### config.mk
export PLATFORM = sky130hd
export DESIGN_NAME = enc_repacker
export DESIGN_NICKNAME = d
export VERILOG_FILES = /design/src/rtl/enc_pkg.sv /design/src/rtl/enc_repacker_shifter.sv /design/src/rtl/enc_repacker.sv
export SDC_FILE = /design/constraint.sdc
export NUM_CORES = 1
export LEC_CHECK = 0
export CORE_AREA = 2 2 133 135
export DETAILED_ROUTE_END_ITERATION = 8
export DIE_AREA = 0 0 135 137
export GPL_TIMING_DRIVEN = 1
export RECOVER_POWER = 100
export SETUP_SLACK_MARGIN = 0.15
export SYNTH_ARGS = -nofsm -noshare
export SYNTH_HDL_FRONTEND = slang
export SYNTH_SLANG_ARGS = --single-unit
### constraint.sdc
create_clock -name clk -period 9 [get_ports clk]
set_clock_uncertainty 0.1 [all_clocks]
set_input_delay 0.9 -clock clk [delete_from_list [all_inputs] [get_ports clk]]
set_output_delay 0.9 -clock clk [all_outputs]
set_load 0.05 [all_outputs]
### src/rtl/enc_pkg.sv
// Shared encoder-path definitions: symbol type, repacker FSM states and small helpers.
package enc_pkg;

  localparam int unsigned EGF_ORDER   = 8;
  localparam int unsigned ENC_SYM_NUM = 4;

  typedef logic [EGF_ORDER-1:0] sym_t;

  typedef enum logic {
    REP_FILL  = 1'b0,
    REP_FLUSH = 1'b1
  } rep_state_t;

  function automatic int unsigned min_count(input int unsigned a, input int unsigned b);
    return (a < b) ? a : b;
  endfunction

endpackage

### src/rtl/enc_repacker_shifter.sv
// Combinational buffer update for enc_repacker: drop the popped symbols from the bottom,
// then append the accepted input lanes directly above the surviving contents.
module enc_repacker_shifter
  import enc_pkg::*;
#(
  parameter int unsigned IN_SYM  = ENC_SYM_NUM,
  parameter int unsigned SYM_W   = EGF_ORDER,
  parameter int unsigned BUF_SYM = 2 * ENC_SYM_NUM,
  parameter int unsigned LW      = $clog2(BUF_SYM + 1),
  parameter int unsigned CW_IN   = $clog2(IN_SYM + 1)
) (
  input  logic [BUF_SYM*SYM_W-1:0] mem_q,
  input  logic [LW-1:0]            level,
  input  logic [LW-1:0]            pop,
  input  logic [IN_SYM*SYM_W-1:0]  in_data,
  input  logic [CW_IN-1:0]         in_count,
  output logic [BUF_SYM*SYM_W-1:0] mem_next
);

  int unsigned base;
  int unsigned src;

  always_comb begin
    mem_next = '0;
    base     = 32'(level) - 32'(pop);
    src      = 0;
    for (int unsigned i = 0; i < BUF_SYM; i++) begin
      src = i + 32'(pop);
      if (src < BUF_SYM) begin
        mem_next[i*SYM_W +: SYM_W] = mem_q[src*SYM_W +: SYM_W];
      end
      // in_count is already zero when nothing is pushed, so this window is empty then.
      if ((i >= base) && (i < base + 32'(in_count))) begin
        mem_next[i*SYM_W +: SYM_W] = in_data[(i-base)*SYM_W +: SYM_W];
      end
    end
  end

endmodule

### src/rtl/enc_repacker.sv
// Encoder output symbol repacker: sparse input beats in, dense OUT_SYM beats out, with flush.
// Optional ENC_REPACKER_ZERO_PAD_EN forces out_data lanes at or above out_count to zero.
module enc_repacker
  import enc_pkg::*;
#(
  parameter int unsigned IN_SYM  = ENC_SYM_NUM,
  parameter int unsigned OUT_SYM = ENC_SYM_NUM,
  parameter int unsigned SYM_W   = EGF_ORDER,
  parameter int unsigned BUF_SYM = IN_SYM + OUT_SYM
) (
  input  logic                         clk,
  input  logic                         rst_n,
  input  logic                         in_valid,
  output logic                         in_ready,
  input  logic [$clog2(IN_SYM+1)-1:0]  in_count,
  input  logic [IN_SYM*SYM_W-1:0]      in_data,
  input  logic                         in_last,
  output logic                         out_valid,
  input  logic                         out_ready,
  output logic [$clog2(OUT_SYM+1)-1:0] out_count,
  output logic [OUT_SYM*SYM_W-1:0]     out_data,
  output logic                         out_last
);

  localparam int unsigned LW     = $clog2(BUF_SYM + 1);
  localparam int unsigned CW_IN  = $clog2(IN_SYM + 1);
  localparam int unsigned CW_OUT = $clog2(OUT_SYM + 1);

  if (BUF_SYM < IN_SYM + OUT_SYM - 1) begin : g_bad_depth
    $error("enc_repacker: BUF_SYM must be at least IN_SYM + OUT_SYM - 1");
  end

  rep_state_t                 state_q, state_d;
  logic [LW-1:0]              level_q, level_d, pop;
  logic [BUF_SYM*SYM_W-1:0]   mem_q, mem_d;
  logic [CW_IN-1:0]           push_cnt;
  logic                       in_fire, out_fire;

  assign in_fire  = in_valid & in_ready;
  assign out_fire = out_valid & out_ready;

  always_ff @(posedge clk or negedge rst_n) begin
    if (!rst_n) begin
      state_q <= REP_FILL;
      level_q <= '0;
      mem_q   <= '0;
    end else begin
      state_q <= state_d;
      level_q <= level_d;
      mem_q   <= mem_d;
    end
  end

  always_comb begin
    state_d = state_q;
    case (state_q)
      REP_FILL:  if (in_fire && in_last) state_d = REP_FLUSH;
      REP_FLUSH: if ((out_fire && out_last) || (level_q == '0)) state_d = REP_FILL;
      default:   state_d = REP_FILL;
    endcase
  end

  // out_count reads zero whenever no beat is offered.
  always_comb begin
    in_ready  = 1'b0;
    out_valid = 1'b0;
    out_count = '0;
    out_last  = 1'b0;
    case (state_q)
      REP_FILL: begin
        in_ready  = (BUF_SYM - 32'(level_q)) >= IN_SYM;
        out_valid = 32'(level_q) >= OUT_SYM;
        if (out_valid) out_count = CW_OUT'(OUT_SYM);
      end
      REP_FLUSH: begin
        out_valid = level_q != '0;
        out_count = CW_OUT'(min_count(32'(level_q), OUT_SYM));
        out_last  = out_valid && (32'(level_q) <= OUT_SYM);
      end
      default: ;
    endcase
  end

  always_comb begin
    out_data = '0;
    for (int unsigned i = 0; i < OUT_SYM; i++) begin
`ifdef ENC_REPACKER_ZERO_PAD_EN
      if (i < 32'(out_count)) out_data[i*SYM_W +: SYM_W] = mem_q[i*SYM_W +: SYM_W];
`else
      out_data[i*SYM_W +: SYM_W] = mem_q[i*SYM_W +: SYM_W];
`endif
    end
  end

  always_comb begin
    pop      = out_fire ? LW'(out_count) : '0;
    push_cnt = '0;
    if (in_fire) push_cnt = (32'(in_count) > IN_SYM) ? CW_IN'(IN_SYM) : in_count;
    level_d  = level_q - pop + LW'(push_cnt);
  end

  enc_repacker_shifter #(
    .IN_SYM  (IN_SYM),
    .SYM_W   (SYM_W),
    .BUF_SYM (BUF_SYM),
    .LW      (LW),
    .CW_IN   (CW_IN)
  ) u_shifter (
    .mem_q    (mem_q),
    .level    (level_q),
    .pop      (pop),
    .in_data  (in_data),
    .in_count (push_cnt),
    .mem_next (mem_d)
  );

endmodule
## After elaboration in Yosys (flattened, before gate mapping)

Cells that the tools add are included.

| word-level totals | value |
|---|---|
| register bits | 69 |
| output and inout bits | 38 |
| logic and storage cells | 113 |
| input port bits | 40 |

| cells by class | value |
|---|---|
| shift-type cells | 16 |
| $add $sub $neg | 20 |
| magnitude comparators | 29 |
| multiplexer cells | 28 |
| reductions and logical operators | 14 |
| bitwise gates (word level) | 3 |

Operators with widths:

| operator | number |
|---|---|
| $shiftx A64 B33 Y8 | 7 |
| $shiftx A32 B33 Y8 | 8 |
| $lt A32 B4 Y1 const B | 7 |
| $ge A3 B32 Y1 const A | 4 |
| $lt A3 B32 Y1 const A | 4 |
| $mux W8 | 16 |
| $sub A3 B29 Y29 const A | 4 |
| $ge A1 B32 Y1 const A | 2 |
| $ge A2 B32 Y1 const A | 2 |
| $lt A1 B32 Y1 const A | 2 |
| $lt A2 B32 Y1 const A | 2 |
| $shiftx A64 B7 Y8 | 1 |
| $sub A1 B29 Y29 const A | 2 |
| $sub A2 B29 Y29 const A | 2 |
| $add A32 B3 Y32 | 1 |
| $ge A32 B3 Y1 const B | 1 |
| $add A3 B3 Y4 const A | 4 |
| $mux W3 | 5 |
| $logic_and A1 B1 Y1 | 11 |
| $add A2 B3 Y4 const A | 2 |
| $pmux W3 S2 | 1 |
| $sub A4 B3 Y5 | 1 |
| $sub A4 B4 Y5 const A | 1 |
| $add A1 B3 Y4 const A | 1 |
| 14 further kinds | 19 |

## Depth between registers and ports, before layout

Gate-level depths: netlist of the first run.

| logic depth | value |
|---|---|
| word-level depth | 9 |
| gate-level depth with buffers | 25 |

## Modules after synthesis

From an unflattened synthesis of the first run, not the netlist that was laid out.

| second synthesis, totals | value |
|---|---|
| cells, all modules | 667 |
| area, all modules | 6578.8 um2 |

Modules (own cells, without submodules):

| module | area an instance (um2) | seq. area each (um2) | times used | cells an instance |
|---|---|---|---|---|
| enc_repacker_shifter | 4230.3 | 0.0 | 1 | 514 |
| enc_repacker | 2348.5 | 1726.7 | 1 | 153 |

## Worst setup path before layout of the first run

Ideal clock, no wire load.

| timing | value |
|---|---|
| path type | reg2reg |
| from | register level_q[3] |
| to | register mem_q[38] |
| stages on the path, launching flop included | 26 |
| path slack | 2418 ps |
| arrival | 6363 ps |
| cell sequence | dfrtp_1 > buf_2 > nand4bb_1 > buf_2 > inv_1 > nand2_1 > clkinv_1 > clkbuf_1 > clkbuf_1 > ha_1 > inv_1 > fa_1 > clkbuf_1 > inv_1 > fa_1 > nand2b_1 > nand2_1 > nand3_1 > ha_1 > or4b_4 > nor4_4 > o31ai_2 > a2111o_2 > and2_4 > buf_6 > a31o_1 |

| between the ends | value |
|---|---|
| longest elaborated chain between the ends | 9 |
| elaborated cells between the ends (all ways) | 26 |
| those cells by class | add/sub: 5; order compare: 6; shift: 2; mux: 9; bitwise: 2; reduce/logical: 2 |

Ends and longest elaborated chain:

| what | line | source |
|---|---|---|
| from (decl) | enc_repacker.sv:34 | `logic [LW-1:0] level_q, level_d, pop;` |
| from (signal assigned) | enc_repacker.sv:49 | `level_q <= level_d;` |
| $lt A4 B3 Y1 (*) | enc_pkg.sv:15 | `return (a < b) ? a : b;` |
| $mux W3 (*) | enc_pkg.sv:15 |  |
| $pmux W3 S2 (*) | enc_repacker.sv:69 | `case (state_q)` |
| net out_count[0] | enc_repacker.sv:20 | `output logic [$clog2(OUT_SYM+1)-1:0] out_count,` |
| $mux W3 (*) | enc_repacker.sv:96 | `pop = out_fire ? LW'(out_count) : '0;` |
| $sub A4 B3 Y5 | enc_repacker_shifter.sv:25 | `base = 32'(level) - 32'(pop);` |
| $add A32 B3 Y32 | enc_repacker_shifter.sv:33 | `if ((i >= base) && (i < base + 32'(in_count))) begin` |
| $lt A3 B32 Y1 | enc_repacker_shifter.sv:33 |  |
| $logic_and A1 B1 Y1 | enc_repacker_shifter.sv:33 |  |
| $mux W8 (*) | enc_repacker_shifter.sv:33 |  |
| net mem_d[38] | enc_repacker.sv:35 | `logic [BUF_SYM*SYM_W-1:0] mem_q, mem_d;` |
| to (signal assigned) | enc_repacker.sv:50 | `mem_q <= mem_d;` |
| to (decl) | enc_repacker.sv:35 |  |

The timed path passes the listed nets; every way through them passes the cells marked *.

## Worst setup path after layout of the first run

| timing | value |
|---|---|
| from | register level_q[3] |
| to | register mem_q[53] |

| between the ends | value |
|---|---|
| longest elaborated chain between the ends | 9 |
| elaborated cells between the ends (all ways) | 26 |
| those cells by class | add/sub: 5; order compare: 6; shift: 2; mux: 9; bitwise: 2; reduce/logical: 2 |

Ends and longest elaborated chain:

| what | line | source |
|---|---|---|
| $sub A4 B4 Y5 (tied with other cells) | enc_repacker.sv:71 | `in_ready = (BUF_SYM - 32'(level_q)) >= IN_SYM;` |
| $ge A32 B3 Y1 (tied with other cells) | enc_repacker.sv:71 |  |
| $mux W1 (tied with other cells) | enc_repacker.sv:69 |  |
| $and A1 B1 Y1 / $mux W3 (equally long branches) | enc_repacker.sv:39, enc_repacker.sv:96 |  |
| $mux W3 / $sub A4 B3 Y5 (equally long branches) | enc_repacker.sv:98, enc_repacker_shifter.sv:25 |  |
| $add A32 B3 Y32 | enc_repacker_shifter.sv:33 |  |
| $lt A3 B32 Y1 | enc_repacker_shifter.sv:33 |  |
| $logic_and A1 B1 Y1 | enc_repacker_shifter.sv:33 |  |
| $mux W8 (*) | enc_repacker_shifter.sv:33 |  |

Mark *: on every way between the ends. The rest lies on a longest branch, timed or not.

==> impl_metrics.csv, run 1 <==
group,metric,value,unit
sta,relSlewSlack,-165,%
floorplan,die_x,135,um
sta,hold_viol_final,0,
synthesis,synthTopCellsByCount,"127 x nand2_1, 69 x dfrtp_1, 61 x mux2i_1, 45 x a21oi_1, 44 x mux4_2",
floorplan,start_util,39.4,%
cts,cts_tree,"done",
routing,vias,5933,
cts,cts_htree_levels,3,
synthesis,synth_most_common_cell,"nand2_1",
setup_path,cp.arrival,7.82,ns
cts,cts_setup_buffers,0,
synthesis,synth_top_area_share,25.7,%
routing,ant_nets,0,
setup_path,start_kind,"flip-flop",
setup_path,worstPathMaxFanout,41,
setup_path,cp-end-kind,"flip-flop",
cts,cts-buffers-inserted,9,
cts,clock_sinks,69,
grt,grtUsageMet1,34.4,%
routing,drc,0,
setup_path,crit_path_top_delay_cell,"a2111oi_0",
routing,dr.pass1.iters,5,
sta,setup_viol,0,
synthesis,synth.area.top_cells,"dfrtp_1 26%, mux4_2 15%, mux2i_1 9.1%",
grt,grt.overflow.total,0,
synthesis,syn_area,6720,um^2
final_layout,utilization,44.8,%
final_layout,syn_to_final_growth,13.8,%
grt,grt_pass1_vias,5739,
setup_path,cp_cell_sequence,"nand4bb_1 > inv_1 > nand2_1 > buf_4 > clkinv_1 > ha_2 > buf_4 > inv_1 > ha_1 > a21o_1 > a21o_1 > nand3_1 > ha_1 > or4b_2 > nor4_1 > o31ai_1 > a211oi_4 > a2111oi_0 > a22o_1",
setup_path,slowest_delay,1.94,ns
grt,track_usage,24.0,%
final_layout,nets,809,
flow_run,cap_violations,6,
grt,grt_antenna_before_repair,0,
sta,tns,0,ns
setup_path,required,9.17,ns
grt,met3_usage,6.44,%
floorplan,num_rows,48,
sta,post-route-min-period,7.65,ns
cts,clk_latency,0.34,ns
grt,grt_max_degree,70,
routing,drtIter0Drc,652,
synthesis,synth-seq-area-share,25.7,%
sta,slew_viol_final,149,
sta,tightest_slew,3.97,ns
cts,cts-root-buf,"clkbuf_16",
synthesis,synth.largest_area_cell,"dfrtp_1",
floorplan,io_pins,78,
place,place.gp.congestion,0.915,
grt,top_usage_layer,"met2",
sta,fin_crit_sh,85.0,%
routing,wl_per_cell,22.3,um
floorplan,core,17100,um^2
synthesis,yosys_register_bits,69,
worst_hold_path,hold_class,"flip-flop to flip-flop",
final_layout,antenna_cells,0,
synthesis,postSynthAreaPerCell,9.48,um^2
cts,post_cts_resized,0,
synthesis,syn_nets,782,
routing,routed_wl,21500,um
routing,vias_per_cell,6.14,
synthesis,ys.flop_type,"dfrtp_1",
run_status,violations,"max-capacitance violations, max-slew violations",
place,dp_slack,1.86,ns
run_status,status,"complete, but fails checks",
grt,met2_usage,35.7,%
sta,rsz0062_at_grt,"no",
cts,clk_path_buf_depth,2,
setup_path,crit_type,"flip-flop to flip-flop",
synthesis,yosys_warnings,0,
synthesis,synth-edff-count,0,
synthesis,synth_cell_type_count,66,
place,port_buffers,77,
floorplan,die_y,137,um
cts,holdBufCountCts,0,
sta,fmax,0.131,GHz
final_layout,drive_gt1_share,11.7,%
cts,clkTransAtPathRegs,0.06,ns
grt,grt_pass1_wl,33800,um
place,detailed_place_hpwl,15400,um
floorplan,dieArea,18500,um^2
synthesis,async_reset_ff_share,100,%
synthesis,synthCells,709,
sta,worst_slack,1.35,ns
critical path: cells and delay by family, from the launching register on:
| family | cells | cell delay (ns) |
|---|---|---|
| AO/OA/AOI/OAI | 6 | 3.00 |
| buffers and inverters | 5 | 1.58 |
| AND/OR/NAND/NOR | 5 | 1.14 |
| adder cells (fa/ha/maj) | 3 | 0.86 |
| flip-flops | 1 | 0.83 |
through the flow:
step | area [um^2] | instances | hold WS [ns]
floorplan | 6720 | 709 | 0.429
global placement | 7450 | 950 | 0.461
detailed placement | 7450 | 950 | 0.478
CTS | 7760 | 966 | 0.493
global route | 7650 | 966 | 0.506
finish | 7650 | 966 | 0.485
per-layer routing:
layer	wire length, um	up-vias
met2	9720	300
li1	-	2674
met1	9360	2924
met5	0	-
met4	420	0
met3	2020	35
worst paths after layout:
kind	from	endpoint	slack, ns	cells past startpoint
setup / recovery	level_q[3]$_DFF_PN0_	mem_q[53]$_DFFE_PN0P_	1.35	19
hold / removal	mem_q[1]$_DFFE_PN0P_	mem_q[1]$_DFFE_PN0P_	0.49	2
setup reg to reg	level_q[3]$_DFF_PN0_	mem_q[53]$_DFFE_PN0P_	1.35	19
hold reg to reg	mem_q[1]$_DFFE_PN0P_	mem_q[1]$_DFFE_PN0P_	0.49	2
max in group asynchronous	rst_n	mem_q[19]$_DFF_PN0_	4.62	2
min in group asynchronous	rst_n	mem_q[7]$_DFFE_PN0P_	1.95	2
final cells by class:
type,count,area (um^2)
multi-input cells,538,4370
flip-flops and latches,69,1730
inverters,26,97.6
clock buffers,10,239
fillers,1646,9410
well taps,225,282
repair buffers,92,867
clock inverters,6,70.1
sequential cells by signal, summed over array words and instances (netlist names):
| signal | flops |
|---|---|
| mem_q | 64 |
| level_q | 4 |
| state_q | 1 |
cells in the final DEF, fill, tap and decap left out, drive strengths merged, types with 4 or more instances in the layout:
| cell type | synthesis | final |
|---|---|---|
| a211oi | 7 | 7 |
| a21o | 7 | 7 |
| a21oi | 46 | 46 |
| a221o | 11 | 11 |
| a22o | 15 | 15 |
| a22oi | 6 | 6 |
| a31o | 9 | 9 |
| a31oi | 10 | 10 |
| and2 | 9 | 9 |
| and3 | 14 | 14 |
| buf | 53 | 13 |
| clkbuf | 23 | 13 |
| clkdlybuf4s50 | 0 | 37 |
| dfrtp | 69 | 69 |
| dlygate4sd3 | 0 | 39 |
| fa | 5 | 5 |
| ha | 28 | 28 |
| inv | 24 | 26 |
| mux2i | 61 | 61 |
| mux4 | 44 | 44 |
| nand2 | 127 | 127 |
| nand2b | 4 | 4 |
| nand3 | 28 | 28 |
| nor2 | 16 | 16 |
| nor2b | 4 | 4 |
| nor3 | 4 | 4 |
| o211ai | 5 | 5 |
| o21ai | 23 | 23 |
| o22ai | 10 | 10 |
| xnor2 | 6 | 6 |
| xor2 | 4 | 4 |
cell families (layout without fill, tap and decap cells):
family                     Yosys count  count (layout)  synth area share [%]
adders and majority gates           33              33                  6.70
xor gates and xnor gates            12              12                  2.09
and+or+nand+nor                    220             220                  15.3
buffers and inverters              102             134                  7.86
DFF                                 69              69                  25.7
muxes                              107             107                  24.2
AOI/OAI and AO/OA                  166             166                  18.2
Power of run 1 is not shown: default switching activity piles up to over one toggle a cycle in this logic, so the estimate is an artifact.
==> run 2, diff against run 1 <==
==> constraint.sdc (replaced) <==
create_clock -name clk -period 6.5 [get_ports clk]
set_clock_uncertainty 0.1 [all_clocks]
set_input_delay 0.65 -clock clk [delete_from_list [all_inputs] [get_ports clk]]
set_output_delay 0.65 -clock clk [all_outputs]
set_load 0.05 [all_outputs]
==> run 2 against run 1 <==
The flow still finishes with violations (max-capacitance violations, max-slew violations). Die area stayed put. Via count is 1.9% higher. Design area is 0.62% higher. Hold slack worse by 0.0049 ns. Global-route usage is 0.46 points higher.
==> impl_metrics.csv, run 2 (same netlist as run 1, synthesis figures left out) <==
group,metric,value,unit
setup_path,r2r_start,"level_q[2]$_DFF_PN0_",
setup_path,reg2regPathDepth,8,
cts,cts-root-buf,"clkbuf_16",
sta,setup_viol,0,
final_layout,fillCellCount,1628,
grt,grt_pass1_vias,5815,
sta,tns,0,ns
routing,vias_per_cell,6.23,
floorplan,core,17100,um^2
final_layout,nets,814,
routing,ant_nets,0,
floorplan,start_util,39.4,%
grt,track_usage,24.5,%
grt,grt_pass1_wl,34200,um
worst_hold_path,hold_start,"mem_q[1]$_DFFE_PN0P_",
sta,fin_crit_sh,92.4,%
floorplan,dieArea,18500,um^2
sta,tightest_slew,3.98,ns
cts,clock_sinks,69,
final_layout,reg_top3,"mem_q: 64 flops, level_q: 4 flops, state_q: 1 flops",
routing,drtIter0Drc,637,
cts,clk_latency,0.35,ns
cts,clk_path_buf_depth,2,
setup_path,reg2reg_to,"mem_q[45]$_DFF_PN0_",
final_layout,antenna_cells,0,
routing,routed_wl,22200,um
place,detailed_place_hpwl,15600,um
routing,wl_per_cell,22.9,um
routing,dr.pass1.iters,5,
sta,relSlewSlack,-165,%
floorplan,num_rows,48,
place,place.gp.congestion,0.932,
routing,vias,6046,
setup_path,reg2reg_slack,0.49,ns
grt,grt_antenna_before_repair,0,
floorplan,die_y,137,um
cts,holdBufCountCts,0,
sta,hold_viol_final,0,
sta,fmax,0.167,GHz
worst_hold_path,hold_class,"flip-flop to flip-flop",
grt,grt.overflow.total,0,
cts,cts_htree_levels,3,
worst_hold_path,min_delay_path_depth,2,
setup_path,crit_type,"flip-flop to flip-flop",
final_layout,largest_reg_flops,64,
place,port_buffers,77,
setup_path,start_kind,"flip-flop",
cts,clkTransAtPathRegs,0.06,ns
worst_hold_path,hold_end,"mem_q[1]$_DFFE_PN0P_",
sta,slew_viol_final,110,
sta,post-route-min-period,6.01,ns
setup_path,cp-end-kind,"flip-flop",
sta,rsz0062_at_grt,"no",
final_layout,largest_register,"mem_q",
cts,cts_setup_buffers,0,
run_status,status,"complete, but fails checks",
grt,grt_max_degree,70,
setup_path,required,6.66,ns
final_layout,syn_to_final_growth,14.5,%
final_layout,drive_gt1_share,12.8,%
flow_run,cap_violations,2,
final_layout,fin_cells,970,
floorplan,die_x,135,um
place,dp.cells,955,
final_layout,mostFrequentLayoutCells,"127 x nand2_1, 69 x dfrtp_1, 61 x mux2i_1, 46 x a21oi_1, 44 x mux4_2",
cts,post_cts_resized,0,
routing,drc,0,
setup_path,cp.arrival,6.17,ns
cts,cts-buffers-inserted,9,
cts,cts_tree,"done",
floorplan,io_pins,78,
final_layout,final_common_cell,"nand2_1",
setup_path,worstPathMaxFanout,39,
run_status,violations,"max-capacitance violations, max-slew violations",
[run 2: cell types whose count changed in the layout (fill, tap and decap cells not counted), moves of 2 or more]
| cell | previous run | this run |
|---|---|---|
| a31oi_2 | 0 | 2 |
| clkinv_2 | 0 | 2 |
| buf_4 | 12 | 16 |
| inv_6 | 2 | 0 |
| a31oi_1 | 10 | 8 |
| a2111oi_2 | 0 | 2 |
| a2111oi_0 | 2 | 0 |
[run 2: worst max-delay path by stage]
stage,start,end,slack (ns),cells past startpoint
3_3_place_gp,out_ready,mem_q[31]$_DFF_PN0_,0.65,16
6_report,level_q[2]$_DFF_PN0_,mem_q[45]$_DFF_PN0_,0.49,8
5_1_grt,level_q[2]$_DFF_PN0_,mem_q[35]$_DFF_PN0_,0.28,16
2_1_floorplan,level_q[3]$_DFF_PN0_,mem_q[38]$_DFF_PN0_,0.20,25
4_1_cts,level_q[2]$_DFF_PN0_,mem_q[13]$_DFFE_PN0P_,0.85,20
3_5_place_dp,out_ready,mem_q[26]$_DFF_PN0_,0.61,16
[run 2: critical path, cell delays in order (launching register included)]
cell and delay, ns:
dfrtp_1 0.44, nor2_1 0.32, inv_1 0.24, nand2_1 0.14
clkbuf_1 1.58, clkinv_1 1.45, a31oi_1 1.18, o21ai_0 0.24
mux2i_1 0.21
[run 2: layout make-up]
cell class / instances / area [um^2] / area share (%)
clock buffers: 11 / 243 / 3.15
clock inverters: 4 / 25.0 / 0.325
inverters: 26 / 101 / 1.32
multi-input cells: 538 / 4420 / 57.4
flip-flops and latches: 69 / 1730 / 22.4
well taps: 225 / 282 / 3.66
repair buffers: 97 / 902 / 11.7
[run 2: per-stage QoR]
stage          cell area, um^2  util, %  worst slack (ns)  hold slack, ns
2_1_floorplan             6720        -             0.201           0.254
3_3_place_gp              7490     43.9             0.655           0.459
3_5_place_dp              7490     43.9             0.607           0.481
4_1_cts                   7760     45.5             0.848           0.473
5_1_grt                   7700     45.1             0.278           0.517
6_report                  7700     45.1             0.494           0.480
[run 2: layer usage]
layer	up-vias	track usage, %	routed length (um)
met1	2983	33.9	9370
met5	-	0	0
met4	0	8.85	524
li1	2682	-	-
met2	342	36.9	10000
met3	39	6.48	2320
Power of run 2 is left out for the same reason.
